--- src/rtl/gpr_dump_unit_if.sv ---
// Register-dump stream: one (index, value) word per valid/ready handshake.
interface gpr_dump_unit_if #(
    parameter int ADDR_W = 5,
    parameter int DATA_W = 32
);
    logic              dout_valid;
    logic              dout_ready;
    logic [ADDR_W-1:0] dout_idx;
    logic [DATA_W-1:0] dout_data;

    modport master (
        output dout_valid,
        output dout_idx,
        output dout_data,
        input  dout_ready
    );

    modport slave (
        input  dout_valid,
        input  dout_idx,
        input  dout_data,
        output dout_ready
    );
endinterface

--- src/rtl/gpr_dump_unit.sv ---
// GPR dump engine: halts the core, reads every register, streams (idx, value); first word HALT_SETTLE+2 edges after start.
// One word per 2 cycles with ready high; a stalled word holds idx/data/gpr_addr stable until accepted.
module gpr_dump_unit #(
    parameter int NUM_REGS    = 32,
    parameter int ADDR_W      = 5,
    parameter int DATA_W      = 32,
    parameter int HALT_SETTLE = 2,
    parameter int SKIP_ZERO   = 0
) (
    input  logic              clk,
    input  logic              rst,
    input  logic              start,
    output logic              halt,
    output logic [ADDR_W-1:0] gpr_addr,
    input  logic [DATA_W-1:0] gpr_data,
    output logic              busy,
    output logic              finish,
    gpr_dump_unit_if.master   dout
);
    localparam int CNT_W = (HALT_SETTLE > 1) ? $clog2(HALT_SETTLE) : 1;
    localparam logic [CNT_W-1:0]  SETTLE_M1 = CNT_W'(HALT_SETTLE - 1);
    localparam logic [ADDR_W-1:0] FIRST_IDX = ADDR_W'(SKIP_ZERO);
    localparam logic [ADDR_W-1:0] LAST_IDX  = ADDR_W'(NUM_REGS - 1);

    typedef enum logic [2:0] {
        IDLE,
        HALT,
        READ,
        SEND,
        DONE
    } state_t;

    state_t            state;
    logic [ADDR_W-1:0] idx;
    logic [CNT_W-1:0]  cnt;

    always_ff @(posedge clk or posedge rst) begin
        if (rst) begin
            state           <= IDLE;
            idx             <= '0;
            cnt             <= '0;
            halt            <= 1'b0;
            gpr_addr        <= '0;
            busy            <= 1'b0;
            finish          <= 1'b0;
            dout.dout_valid <= 1'b0;
            dout.dout_idx   <= '0;
            dout.dout_data  <= '0;
        end else begin
            case (state)
                IDLE: begin
                    if (start) begin
                        state <= HALT;
                        idx   <= FIRST_IDX;
                        cnt   <= SETTLE_M1;
                        halt  <= 1'b1;
                        busy  <= 1'b1;
                    end
                end
                HALT: begin
                    // gpr_addr is registered, so it must point at idx before READ samples gpr_data
                    if (cnt == '0) begin
                        state    <= READ;
                        gpr_addr <= idx;
                    end else begin
                        cnt <= cnt - 1'b1;
                    end
                end
                READ: begin
                    dout.dout_data  <= gpr_data;
                    dout.dout_idx   <= idx;
                    dout.dout_valid <= 1'b1;
                    state           <= SEND;
                end
                SEND: begin
                    if (dout.dout_ready) begin
                        dout.dout_valid <= 1'b0;
                        if (idx == LAST_IDX) begin
                            state  <= DONE;
                            finish <= 1'b1;
                        end else begin
                            idx      <= idx + 1'b1;
                            gpr_addr <= idx + 1'b1;
                            state    <= READ;
                        end
                    end
                end
                DONE: begin
                    // Leaving only on start=0 prevents an immediate re-dump while start is still held
                    if (!start) begin
                        state  <= IDLE;
                        finish <= 1'b0;
                        halt   <= 1'b0;
                        busy   <= 1'b0;
                    end
                end
                default: state <= IDLE;
            endcase
        end
    end
endmodule
--- src/flat_wrapper.sv ---
// flat-port wrapper written by rule: the top's interface ports become plain ports
module gpr_dump_unit_flat 
#(
    parameter int NUM_REGS    = 32,
    parameter int ADDR_W      = 5,
    parameter int DATA_W      = 32,
    parameter int HALT_SETTLE = 2,
    parameter int SKIP_ZERO   = 0
)
  (clk, rst, start, halt, gpr_addr, gpr_data, busy, finish, dout_dout_valid, dout_dout_idx, dout_dout_data, dout_dout_ready);
  gpr_dump_unit_if #(.ADDR_W(ADDR_W), .DATA_W(DATA_W)) dout_i ();
  input  logic clk;
  input  logic rst;
  input  logic start;
  output logic halt;
  output logic [ADDR_W-1:0] gpr_addr;
  input  logic [DATA_W-1:0] gpr_data;
  output logic busy;
  output logic finish;
  output wire logic [$bits(dout_i.dout_valid)-1:0] dout_dout_valid;
  output wire logic [$bits(dout_i.dout_idx)-1:0] dout_dout_idx;
  output wire logic [$bits(dout_i.dout_data)-1:0] dout_dout_data;
  input wire logic [$bits(dout_i.dout_ready)-1:0] dout_dout_ready;
  assign dout_dout_valid = dout_i.dout_valid;
  assign dout_dout_idx = dout_i.dout_idx;
  assign dout_dout_data = dout_i.dout_data;
  assign dout_i.dout_ready = dout_dout_ready;
  gpr_dump_unit #(.NUM_REGS(NUM_REGS), .ADDR_W(ADDR_W), .DATA_W(DATA_W), .HALT_SETTLE(HALT_SETTLE), .SKIP_ZERO(SKIP_ZERO)) u_core (.clk(clk), .rst(rst), .start(start), .halt(halt), .gpr_addr(gpr_addr), .gpr_data(gpr_data), .busy(busy), .finish(finish), .dout(dout_i));
endmodule
--- config.mk ---
export PLATFORM = sky130hd
export DESIGN_NAME = gpr_dump_unit_flat
export DESIGN_NICKNAME = d
export VERILOG_FILES = /design/src/rtl/gpr_dump_unit_if.sv /design/src/rtl/gpr_dump_unit.sv /design/src/flat_wrapper.sv
export SDC_FILE = /design/constraint.sdc
export NUM_CORES = 1
export LEC_CHECK = 0
export ABC_AREA = 1
export CORE_ASPECT_RATIO = 0.7
export CORE_MARGIN = 1
export CORE_UTILIZATION = 48
export CTS_CLUSTER_DIAMETER = 150
export DETAILED_ROUTE_END_ITERATION = 10
export HOLD_SLACK_MARGIN = 0.03
export PLACE_DENSITY = 0.95
export SYNTH_ARGS = -nofsm -noshare
export SYNTH_HDL_FRONTEND = slang
export SYNTH_SLANG_ARGS = --single-unit
export TNS_END_PERCENT = 5
--- constraint.sdc ---
create_clock -name clk -period 3 [get_ports clk]
set_input_delay 0.6 -clock clk [delete_from_list [all_inputs] [get_ports clk]]
set_output_delay 0.6 -clock clk [all_outputs]
set_load 0.005 [all_outputs]
==> results of run 1 <==
## kinds of logic after synthesis
group / share of synthesized area (%)
compound gates: 2.56
fa+ha+maj: 1.60
buf+inv: 5.49
flops: 57.6
mux: 16.8
simple gates: 15.9
## metal layers
metal | share of wire [%] | track usage, %
met4 | 1.7 | 7.38
met5 | 0 | 0
met2 | 44 | 32.6
met1 | 45 | 29.0
met3 | 9.5 | 5.85
## through the flow
stage	instances	hold slack, ns
floorplan	211	0.443
global placement	342	0.464
detailed placement	342	0.466
CTS	350	0.491
global route	350	0.522
finish	350	0.487
## final timing paths
path | from | end | depth (start not counted) | slack (ns)
worst min-delay path | u_core.cnt | u_core.cnt | 2 | 0.49
worst max register to register | u_core.state[2] | u_core.dout.dout_data[17] | 3 | 1.17
max in group asynchronous | rst | u_core.dout.dout_data[27] | 3 | 1.78
worst max-delay path | u_core.state[2] | u_core.dout.dout_data[17] | 3 | 1.17
min in group asynchronous | rst | u_core.dout.dout_data[25] | 3 | 0.78
worst min register to register | u_core.cnt | u_core.cnt | 2 | 0.49
## sequential cells by signal, indices dropped and copies added, names as in the netlist
signal and count:
u_core.state 3, u_core.dout.dout_valid 1, u_core.cnt 1, u_core.dout.dout_data 32
u_core.idx 5, u_core.dout.dout_idx 5, u_core.finish 1, u_core.gpr_addr 5
u_core.halt 1
## layout make-up
class / count / area share [%]
Clock inverter: 2 / 0.535
Multi-Input combinational cell: 132 / 26.4
Inverter: 19 / 2.18
Tap cell: 55 / 2.10
Sequential cell: 54 / 41.3
Timing Repair Buffer: 82 / 25.0
Clock buffer: 6 / 2.52
## worst register-to-register path, stage by stage, from the launching register on
cell	delay, ns
dfrtp_1	0.46
nor2_2	0.17
nand2_2	0.57
mux2_2	0.52
## cell usage in the layout (no fill, tap or decap)
cell             Yosys  final
nand3_2              1      1
nand2_2              2      2
nand2_1             53     53
dfrtp_1             54     54
nand2_4              2      2
nand4_1              2      2
buf_4                1      1
inv_1               18     17
clkdlybuf4s50_1      0     81
mux2_4               6      6
nor2_2               2      2
o21ai_0              9      9
mux2_2              27     27
nor2_1               9      9
o21ai_1              1      1
nand3b_1             2      2
clkinv_4             0      2
ha_1                 3      3
a21oi_1              2      2
nand3_1             10     10
clkbuf_8             0      6
nor4_1               1      1
inv_2                1      2
## power groups by stage
stage | sequential (uW) | combinational [uW] | clock [uW]
after floorplan | 1200 | 770 | 0
after global placement | 1180 | 1390 | 0
after detailed placement | 1210 | 1440 | 0
after CTS | 1200 | 1440 | 436
after global routing | 1230 | 1550 | 471
final | 1190 | 1420 | 429
==> run_summary.xml, run 1 <==
<?xml version="1.0" encoding="UTF-8"?>
<metrics>
  <group name="status">
    <metric name="run_status" unit="">completed</metric>
  </group>
  <group name="floorplan">
    <metric name="rows" unit="">20</metric>
    <metric name="die-area" unit="um^2">5180</metric>
    <metric name="fp.coreArea" unit="um^2">4500</metric>
    <metric name="ioPinCount" unit="">82</metric>
    <metric name="die_y" unit="um">60.5</metric>
    <metric name="floorplan.initialDensity" unit="%">52.1</metric>
    <metric name="die_width" unit="um">85.6</metric>
  </group>
  <group name="logic_synthesis">
    <metric name="synth.cell_area" unit="um^2">2350</metric>
    <metric name="post_synth_most_frequent_cells" unit="">dfrtp_1, nand2_1, mux2_2</metric>
    <metric name="yosysWarnings" unit="">0</metric>
    <metric name="commonest_register_cell_after_synthesis" unit="">dfrtp_1</metric>
    <metric name="count_leader_synth" unit="">dfrtp_1</metric>
    <metric name="syn-num-nets" unit="">250</metric>
    <metric name="synth_enable_flop_cells" unit="">0</metric>
    <metric name="synth_seq_area_share" unit="%">57.6</metric>
    <metric name="postSynth.asyncResetShare" unit="%">100</metric>
    <metric name="synth_top_area_share" unit="%">57.6</metric>
    <metric name="ys_ff_latch" unit="">54</metric>
    <metric name="synth_top_cells_by_area" unit="">dfrtp_1, mux2_2, nand2_1</metric>
    <metric name="synth_area_per_cell" unit="um^2">11.1</metric>
    <metric name="leading_area_contributor_after_synthesis" unit="">dfrtp_1</metric>
    <metric name="synth_cells" unit="">211</metric>
    <metric name="synth.distinct_cells" unit="">22</metric>
  </group>
  <group name="detailed_routing">
    <metric name="first_iter_violations" unit="">79</metric>
    <metric name="number_of_antenna_violating_nets_in_the_routed_design" unit="">0</metric>
    <metric name="dr_total_vias" unit="">1812</metric>
    <metric name="post_drt_wl_per_cell" unit="um">14.5</metric>
    <metric name="routed_wl" unit="um">5090</metric>
    <metric name="drcViolationCount" unit="">0</metric>
    <metric name="viasPerCell" unit="">5.18</metric>
    <metric name="dr.pass1.iters" unit="">5</metric>
  </group>
  <group name="timing">
    <metric name="finalSetupViolations" unit="">0</metric>
    <metric name="finClkSkew" unit="ns">0.00507</metric>
    <metric name="timing_worst_slew_pin_value" unit="ns">0.982</metric>
    <metric name="min_period" unit="ns">1.83</metric>
    <metric name="finalHoldViolCount" unit="">0</metric>
    <metric name="timing.max_slew.rel_slack" unit="%">34.3</metric>
    <metric name="finalMaxSlewViolations" unit="">0</metric>
    <metric name="postLayoutSetupSlackWorst" unit="ns">1.17</metric>
    <metric name="grt_setup_unrepaired" unit="">false</metric>
    <metric name="min_period_over_period" unit="%">61.1</metric>
    <metric name="clock.fmax" unit="GHz">0.546</metric>
    <metric name="totalNegativeSetupSlack" unit="ns">0</metric>
  </group>
  <group name="placement">
    <metric name="port_buffers" unit="">81</metric>
    <metric name="dp_worst_setup_slack" unit="ns">1.10</metric>
    <metric name="globalplace.congestion" unit="">0.874</metric>
    <metric name="detailed_place.area" unit="um^2">3180</metric>
    <metric name="dp.final_hpwl" unit="um">3890</metric>
  </group>
  <group name="power">
    <metric name="switchingPower" unit="uW">984</metric>
    <metric name="intPower" unit="uW">2060</metric>
    <metric name="vdd.ir_drop.worst" unit="mV">0.439</metric>
    <metric name="share_comb_of_total_power" unit="%">46.7</metric>
    <metric name="power.leakage" unit="uW">0.00153</metric>
    <metric name="finalPower" unit="uW">3050</metric>
    <metric name="power_frac_clock" unit="%">14.1</metric>
    <metric name="switching_share" unit="%">32.3</metric>
    <metric name="sequential_cell_fraction_of_total_power" unit="%">39.2</metric>
    <metric name="power_density" unit="nW/um^2">930</metric>
  </group>
  <group name="finish">
    <metric name="finalNetCount" unit="">333</metric>
    <metric name="area.growth.synth_to_final" unit="%">39.6</metric>
    <metric name="multi_input_comb_area" unit="um^2">866</metric>
    <metric name="finalInstanceArea" unit="um^2">3280</metric>
    <metric name="finish.utilization" unit="%">72.7</metric>
    <metric name="fillCellCount" unit="">308</metric>
    <metric name="post_route_cells_drive_above_1_share" unit="%">17.3</metric>
    <metric name="antennaDiodeCount" unit="">0</metric>
    <metric name="regArea" unit="um^2">1350</metric>
  </group>
  <group name="clock_tree">
    <metric name="clock_tree.htree_level_count" unit="">2</metric>
    <metric name="cts_hold_buf" unit="">0</metric>
    <metric name="max-clock-path-buffers" unit="">2</metric>
    <metric name="cts_tree" unit="">built</metric>
    <metric name="post_cts_resize_count" unit="">0</metric>
    <metric name="cts_root_buffer" unit="">clkbuf_8</metric>
    <metric name="clk_transition_reported_paths" unit="ns">0.10</metric>
    <metric name="cts_sink_count" unit="">54</metric>
    <metric name="worst_skew_pair.late_latency" unit="ns">0.31</metric>
    <metric name="cts_setup_buffers" unit="">0</metric>
    <metric name="numCtsBuffers" unit="">5</metric>
  </group>
  <group name="setup_path">
    <metric name="crit_path_start_kind" unit="">flop</metric>
    <metric name="critical-path-slowest-cell" unit="">nand2_2</metric>
    <metric name="critical_path_buf_inv_count" unit="">0</metric>
    <metric name="worst_path_maximum_fanout" unit="">43</metric>
    <metric name="path_delay_family" unit="">simple AND/OR/NAND/NOR gates</metric>
    <metric name="worstPathArrival" unit="ns">2.02</metric>
    <metric name="sequence_of_cells_on_the_critical_path" unit="">nor2_2 -&gt; nand2_2 -&gt; mux2_2</metric>
    <metric name="path_class" unit="">reg -&gt; reg</metric>
    <metric name="critical_path_required" unit="ns">3.19</metric>
    <metric name="timing.critical_path.to_type" unit="">flop</metric>
    <metric name="critical_path.max_stage_delay" unit="ns">0.57</metric>
  </group>
  <group name="grt">
    <metric name="grt_first_pass_wirelength" unit="um">8070</metric>
    <metric name="vias_in_the_first_global_route" unit="">1647</metric>
    <metric name="grt_antenna_before_repair" unit="">0</metric>
    <metric name="grtUsageTotal" unit="%">21.0</metric>
    <metric name="grt-ovfl-total" unit="">0</metric>
    <metric name="grt_start_max_net_pins" unit="">55</metric>
  </group>
  <group name="flow_run">
    <metric name="maxCapViolCount" unit="">0</metric>
  </group>
  <group name="min_path">
    <metric name="hp-class" unit="">reg -&gt; reg</metric>
  </group>
</metrics>
Note: power is estimated with default switching activity, not from simulation.
==> run 2, diff against run 1 <==
Settings changed: CORE_UTILIZATION 48 to 45, PLACE_DENSITY 0.95 to 0.91.
Clock period 3 ns to 1.7 ns, I/O delays scaled along.
==> run_summary.xml, run 2 (synthesis gave the netlist of run 1 again) <==
<?xml version="1.0" encoding="UTF-8"?>
<metrics>
  <group name="clock_tree">
    <metric name="cts_tree" unit="">built</metric>
    <metric name="worst_skew_pair.late_latency" unit="ns">0.30</metric>
    <metric name="clock_tree.htree_level_count" unit="">2</metric>
    <metric name="cts_hold_buf" unit="">0</metric>
    <metric name="max-clock-path-buffers" unit="">2</metric>
    <metric name="clk_transition_reported_paths" unit="ns">0.10</metric>
    <metric name="cts_setup_buffers" unit="">0</metric>
    <metric name="cts_root_buffer" unit="">clkbuf_8</metric>
    <metric name="numCtsBuffers" unit="">5</metric>
    <metric name="post_cts_resize_count" unit="">0</metric>
    <metric name="cts_sink_count" unit="">54</metric>
  </group>
  <group name="floorplan">
    <metric name="floorplan.initialDensity" unit="%">48.0</metric>
    <metric name="die-area" unit="um^2">5510</metric>
    <metric name="die_width" unit="um">88.3</metric>
    <metric name="fp.coreArea" unit="um^2">4890</metric>
    <metric name="rows" unit="">21</metric>
    <metric name="ioPinCount" unit="">82</metric>
    <metric name="die_y" unit="um">62.4</metric>
  </group>
  <group name="power">
    <metric name="share_comb_of_total_power" unit="%">47.6</metric>
    <metric name="power_frac_clock" unit="%">15.4</metric>
    <metric name="power_density" unit="nW/um^2">1670</metric>
    <metric name="finalPower" unit="uW">5650</metric>
    <metric name="sequential_cell_fraction_of_total_power" unit="%">37.0</metric>
    <metric name="switchingPower" unit="uW">1790</metric>
    <metric name="vdd.ir_drop.worst" unit="mV">0.781</metric>
    <metric name="intPower" unit="uW">3860</metric>
    <metric name="switching_share" unit="%">31.7</metric>
    <metric name="power.leakage" unit="uW">0.00157</metric>
  </group>
  <group name="timing">
    <metric name="totalNegativeSetupSlack" unit="ns">0</metric>
    <metric name="timing.max_slew.rel_slack" unit="%">78.1</metric>
    <metric name="timing_worst_slew_pin_value" unit="ns">0.325</metric>
    <metric name="min_period" unit="ns">1.59</metric>
    <metric name="finClkSkew" unit="ns">0.00688</metric>
    <metric name="postLayoutSetupSlackWorst" unit="ns">0.114</metric>
    <metric name="finalMaxSlewViolations" unit="">0</metric>
    <metric name="finalSetupViolations" unit="">0</metric>
    <metric name="clock.fmax" unit="GHz">0.630</metric>
    <metric name="grt_setup_unrepaired" unit="">false</metric>
    <metric name="min_period_over_period" unit="%">93.3</metric>
    <metric name="finalHoldViolCount" unit="">0</metric>
  </group>
  <group name="detailed_routing">
    <metric name="first_iter_violations" unit="">88</metric>
    <metric name="viasPerCell" unit="">4.79</metric>
    <metric name="routed_wl" unit="um">5380</metric>
    <metric name="dr_total_vias" unit="">1774</metric>
    <metric name="drcViolationCount" unit="">0</metric>
    <metric name="number_of_antenna_violating_nets_in_the_routed_design" unit="">0</metric>
    <metric name="post_drt_wl_per_cell" unit="um">14.5</metric>
    <metric name="dr.pass1.iters" unit="">4</metric>
  </group>
  <group name="finish">
    <metric name="post_route_cells_drive_above_1_share" unit="%">19.3</metric>
    <metric name="largest_register_by_flop_count" unit="">u_core.dout.dout_data</metric>
    <metric name="antennaDiodeCount" unit="">0</metric>
    <metric name="layout_common_cells" unit="">clkdlybuf4s50_1, dfrtp_1, nand2_1, mux2_2, inv_1</metric>
    <metric name="area.growth.synth_to_final" unit="%">44.2</metric>
    <metric name="finalNetCount" unit="">339</metric>
    <metric name="most_frequent_standard_cell_in_the_layout_excluding_fill_and_tap_cells" unit="">clkdlybuf4s50_1</metric>
    <metric name="fillCellCount" unit="">387</metric>
    <metric name="largest_register_ff_count" unit="">32</metric>
  </group>
  <group name="placement">
    <metric name="globalplace.congestion" unit="">0.919</metric>
    <metric name="dp_worst_setup_slack" unit="ns">0.0489</metric>
    <metric name="dp.final_hpwl" unit="um">4210</metric>
    <metric name="port_buffers" unit="">81</metric>
  </group>
  <group name="grt">
    <metric name="grtUsageTotal" unit="%">20.6</metric>
    <metric name="grt_antenna_before_repair" unit="">0</metric>
    <metric name="vias_in_the_first_global_route" unit="">1783</metric>
    <metric name="grt_first_pass_wirelength" unit="um">8710</metric>
    <metric name="grt-ovfl-total" unit="">0</metric>
    <metric name="grt_start_max_net_pins" unit="">46</metric>
  </group>
  <group name="setup_path">
    <metric name="worstPathArrival" unit="ns">1.78</metric>
    <metric name="path_class" unit="">reg -&gt; reg</metric>
    <metric name="critical_path_required" unit="ns">1.90</metric>
    <metric name="timing.critical_path.to_type" unit="">flop</metric>
    <metric name="worst_path_maximum_fanout" unit="">6</metric>
    <metric name="crit_path_start_kind" unit="">flop</metric>
  </group>
  <group name="flow_run">
    <metric name="maxCapViolCount" unit="">0</metric>
  </group>
  <group name="min_path">
    <metric name="hp-class" unit="">in -&gt; async</metric>
  </group>
  <group name="status">
    <metric name="run_status" unit="">completed</metric>
  </group>
</metrics>
==> run 2: area by class of cell <==
| cell class | count | area [um^2] | share of cell area, % |
|---|---|---|---|
| Sequential cell | 54 | 1350 | 40.0 |
| Timing Repair Buffer | 88 | 888 | 26.3 |
| Multi-Input combinational cell | 132 | 868 | 25.7 |
| Tap cell | 69 | 86.3 | 2.55 |
| Inverter | 19 | 71.3 | 2.11 |
| Clock buffer | 5 | 68.8 | 2.03 |
| Clock inverter | 3 | 47.5 | 1.41 |
==> run 2: power groups by stage <==
| stage | sequential [uW] | combinational, uW | clock, uW |
|---|---|---|---|
| after floorplan | 2120 | 1360 | 0 |
| after global placement | 2070 | 2610 | 0 |
| after detailed placement | 2130 | 2690 | 0 |
| after CTS | 2100 | 2710 | 892 |
| after global routing | 2150 | 2930 | 940 |
| final | 2090 | 2690 | 868 |
==> run 2: per-layer routing <==
layer | vias to the layer above | wire length [um] | global-route usage, %
li1 | 860 | - | -
met1 | 822 | 2460 | 29.7
met2 | 90 | 2370 | 31.6
met3 | 2 | 545 | 6.34
met4 | 0 | 8 | 2.82
met5 | - | 0 | 0
==> run 2: per-stage QoR <==
| stage | instances | hold WS [ns] | area [um^2] | utilization [%] |
|---|---|---|---|---|
| 3_5_place_dp | 362 | 0.466 | 3260 | 66.8 |
| 6_report | 370 | 0.275 | 3380 | 69.2 |
| 5_1_grt | 370 | 0.287 | 3380 | 69.2 |
| 2_1_floorplan | 211 | 0.443 | 2350 | - |
| 3_3_place_gp | 362 | 0.460 | 3260 | 66.8 |
| 4_1_cts | 370 | 0.271 | 3380 | 69.2 |
==> run 2: path summary, 6_finish.rpt <==
kind | start | end | slack, ns | cells after the start
max | u_core.idx[0] | u_core.idx[4] | 0.11 | 10
min | rst | u_core.dout.dout_data[2] | 0.27 | 2
max reg2reg | u_core.idx[0] | u_core.idx[4] | 0.11 | 10
min reg2reg | u_core.cnt | u_core.cnt | 0.48 | 2
max in group asynchronous | rst | u_core.gpr_addr[3] | 0.94 | 3
min in group clk | u_core.cnt | u_core.cnt | 0.48 | 2
==> run 2: worst max-delay path, stage by stage, from the launching register on <==
cell and delay, ns:
dfrtp_1 0.40, ha_1 0.22, nand2_1 0.09, nor2_1 0.05, ha_1 0.24, inv_1 0.11, nand2_4 0.07, nand2_4 0.09
nand2_2 0.09, nand2_1 0.08, nand2_1 0.05
==> run 3, diff against run 2 <==
Settings changed: CELL_PAD_IN_SITES_DETAIL_PLACEMENT from default to 1, CELL_PAD_IN_SITES_GLOBAL_PLACEMENT from default to 2, CORE_MARGIN 1 to 4, CORE_UTILIZATION 45 to 27, PLACE_DENSITY 0.91 to 0.89.
==> run_summary.xml, run 3 (synthesis gave the netlist of run 1 again) <==
<?xml version="1.0" encoding="UTF-8"?>
<metrics>
  <group name="status">
    <metric name="run_status" unit="">completed</metric>
  </group>
  <group name="power">
    <metric name="power.leakage" unit="uW">0.00160</metric>
    <metric name="switching_share" unit="%">31.0</metric>
    <metric name="switchingPower" unit="uW">1850</metric>
    <metric name="vdd.ir_drop.worst" unit="mV">0.602</metric>
    <metric name="share_comb_of_total_power" unit="%">45.3</metric>
    <metric name="power_density" unit="nW/um^2">1700</metric>
    <metric name="sequential_cell_fraction_of_total_power" unit="%">34.9</metric>
    <metric name="power_frac_clock" unit="%">19.8</metric>
    <metric name="intPower" unit="uW">4120</metric>
  </group>
  <group name="timing">
    <metric name="min_period_over_period" unit="%">90.7</metric>
    <metric name="timing_worst_slew_pin_value" unit="ns">0.388</metric>
    <metric name="grt_setup_unrepaired" unit="">false</metric>
    <metric name="final.hold.worst_slack" unit="ns">0.300</metric>
    <metric name="finalHoldViolCount" unit="">0</metric>
    <metric name="clock.fmax" unit="GHz">0.648</metric>
    <metric name="timing.max_slew.rel_slack" unit="%">73.9</metric>
    <metric name="finalMaxSlewViolations" unit="">0</metric>
    <metric name="finClkSkew" unit="ns">0.00522</metric>
    <metric name="min_period" unit="ns">1.54</metric>
    <metric name="totalNegativeSetupSlack" unit="ns">0</metric>
    <metric name="finalSetupViolations" unit="">0</metric>
  </group>
  <group name="detailed_routing">
    <metric name="drcViolationCount" unit="">0</metric>
    <metric name="number_of_antenna_violating_nets_in_the_routed_design" unit="">0</metric>
    <metric name="post_drt_wl_per_cell" unit="um">14.5</metric>
    <metric name="dr.pass1.iters" unit="">4</metric>
    <metric name="dr_total_vias" unit="">1809</metric>
    <metric name="routed_wl" unit="um">6110</metric>
    <metric name="first_iter_violations" unit="">96</metric>
    <metric name="viasPerCell" unit="">4.29</metric>
  </group>
  <group name="placement">
    <metric name="dp.final_hpwl" unit="um">4660</metric>
    <metric name="detailed_place.area" unit="um^2">3330</metric>
    <metric name="globalplace.congestion" unit="">0.785</metric>
    <metric name="port_buffers" unit="">81</metric>
  </group>
  <group name="setup_path">
    <metric name="worstPathArrival" unit="ns">1.20</metric>
    <metric name="r2r_setup_slack" unit="ns">0.17</metric>
    <metric name="critical_path_buf_inv_count" unit="">1</metric>
    <metric name="path_class" unit="">reg -&gt; out</metric>
    <metric name="timing.critical_path.to_type" unit="">output port</metric>
    <metric name="sequence_of_cells_on_the_critical_path" unit="">clkdlybuf4s50_1</metric>
    <metric name="critical_path.max_stage_delay" unit="ns">0.56</metric>
    <metric name="path_delay_family" unit="">buffers and inverters</metric>
    <metric name="reg2reg_launch_point" unit="">u_core.idx[0]</metric>
    <metric name="critical_path_cell_count" unit="">1</metric>
    <metric name="rr_endpoint" unit="">u_core.idx[2]</metric>
    <metric name="crit_path_start_kind" unit="">flop</metric>
    <metric name="rr_worst_depth" unit="">10</metric>
    <metric name="worst_path_maximum_fanout" unit="">2</metric>
    <metric name="critical-path-slowest-cell" unit="">clkdlybuf4s50_1</metric>
    <metric name="critical_path_required" unit="ns">1.36</metric>
  </group>
  <group name="grt">
    <metric name="grt_first_pass_wirelength" unit="um">9880</metric>
    <metric name="busiest_layer" unit="">met2</metric>
    <metric name="grt_antenna_before_repair" unit="">0</metric>
    <metric name="vias_in_the_first_global_route" unit="">1949</metric>
    <metric name="grtUsageTotal" unit="%">12.3</metric>
    <metric name="grt-ovfl-total" unit="">0</metric>
    <metric name="grt.met1_usage" unit="%">16.0</metric>
    <metric name="global_route.usage.met2" unit="%">19.6</metric>
    <metric name="grt_start_max_net_pins" unit="">46</metric>
    <metric name="grt_util_met3" unit="%">3.76</metric>
  </group>
  <group name="min_path">
    <metric name="hp-class" unit="">in -&gt; async</metric>
  </group>
  <group name="clock_tree">
    <metric name="clk_transition_reported_paths" unit="ns">0.07</metric>
    <metric name="worst_skew_pair.late_latency" unit="ns">0.29</metric>
    <metric name="cts_hold_buf" unit="">0</metric>
    <metric name="clock_tree.htree_level_count" unit="">2</metric>
    <metric name="max-clock-path-buffers" unit="">2</metric>
    <metric name="cts_sink_count" unit="">54</metric>
    <metric name="numCtsBuffers" unit="">5</metric>
    <metric name="cts_root_buffer" unit="">clkbuf_16</metric>
    <metric name="cts_tree" unit="">built</metric>
  </group>
  <group name="floorplan">
    <metric name="rows" unit="">28</metric>
    <metric name="fp.coreArea" unit="um^2">8440</metric>
    <metric name="floorplan.initialDensity" unit="%">27.8</metric>
    <metric name="ioPinCount" unit="">82</metric>
    <metric name="die_y" unit="um">86.0</metric>
    <metric name="die-area" unit="um^2">10300</metric>
    <metric name="die_width" unit="um">119</metric>
  </group>
  <group name="finish">
    <metric name="most_frequent_standard_cell_in_the_layout_excluding_fill_and_tap_cells" unit="">clkdlybuf4s50_1</metric>
    <metric name="largest_register_by_flop_count" unit="">u_core.dout.dout_data</metric>
    <metric name="largest_register_ff_count" unit="">32</metric>
    <metric name="finalNetCount" unit="">340</metric>
    <metric name="layout_common_cells" unit="">clkdlybuf4s50_1, dfrtp_1, nand2_1, mux2_2, inv_1</metric>
    <metric name="area.growth.synth_to_final" unit="%">49.5</metric>
    <metric name="finalInstanceArea" unit="um^2">3510</metric>
    <metric name="post_route_cells_drive_above_1_share" unit="%">20.2</metric>
    <metric name="antennaDiodeCount" unit="">0</metric>
  </group>
  <group name="flow_run">
    <metric name="maxCapViolCount" unit="">0</metric>
  </group>
</metrics>
==> run 3: changes by cell type in the layout (fill, tap and decap cells not counted), sizes merged <==
cell    previous run  this run
buf                7         8
clkinv             0         1
inv               21        20
==> run 3: metrics by stage <==
step                worst slack [ns]  total power (uW)  util [%]  instances
finish                         0.158              5960      41.6        422
global route                  0.0310              6390      41.6        422
CTS                           0.0695              6060      41.5        422
detailed placement            0.0414              4850      39.5        414
global placement              0.0883              4740      39.5        414
floorplan                     0.0454              3480         -        211
==> run 3: area by class of cell <==
cell class              count  area, um^2
clock buffers               5         125
clock inverters             3        43.8
fillers                   933        4930
inverters                  19        71.3
multi-input cells         132         871
flip-flops and latches     54        1350
well taps                 120         150
repair buffers             89         896
==> run 3: worst max path at each step <==
stage | startpoint | endpoint | slack, ns
final | u_core.gpr_addr[4] | gpr_addr[4] | 0.16
after global routing | u_core.idx[0] | u_core.gpr_addr[0] | 0.03
after CTS | u_core.idx[0] | u_core.idx[2] | 0.07
after detailed placement | dout_dout_ready | u_core.gpr_addr[4] | 0.04
after global placement | dout_dout_ready | u_core.gpr_addr[3] | 0.09
after floorplan | rst | u_core.cnt | 0.05
==> run 3: metal layers <==
metal / routed length (um) / part of all wire, %
met5: 0 / 0
met3: 385 / 6.3
met1: 2950 / 48
met4: 60 / 0.98
met2: 2720 / 45
==> run 3: power groups by stage <==
stage	registers, uW	clock network, uW	logic, uW
6_report	2080	1180	2700
5_1_grt	2150	1280	2960
4_1_cts	2090	1230	2750
3_5_place_dp	2110	0	2740
3_3_place_gp	2080	0	2660
2_1_floorplan	2120	0	1360
==> run 3: repair_timing <==
item / in CTS / in global routing
resized for setup: 0 / 3
endpoints found under the setup margin: 0 / 10
setup buffers: 0 / 0
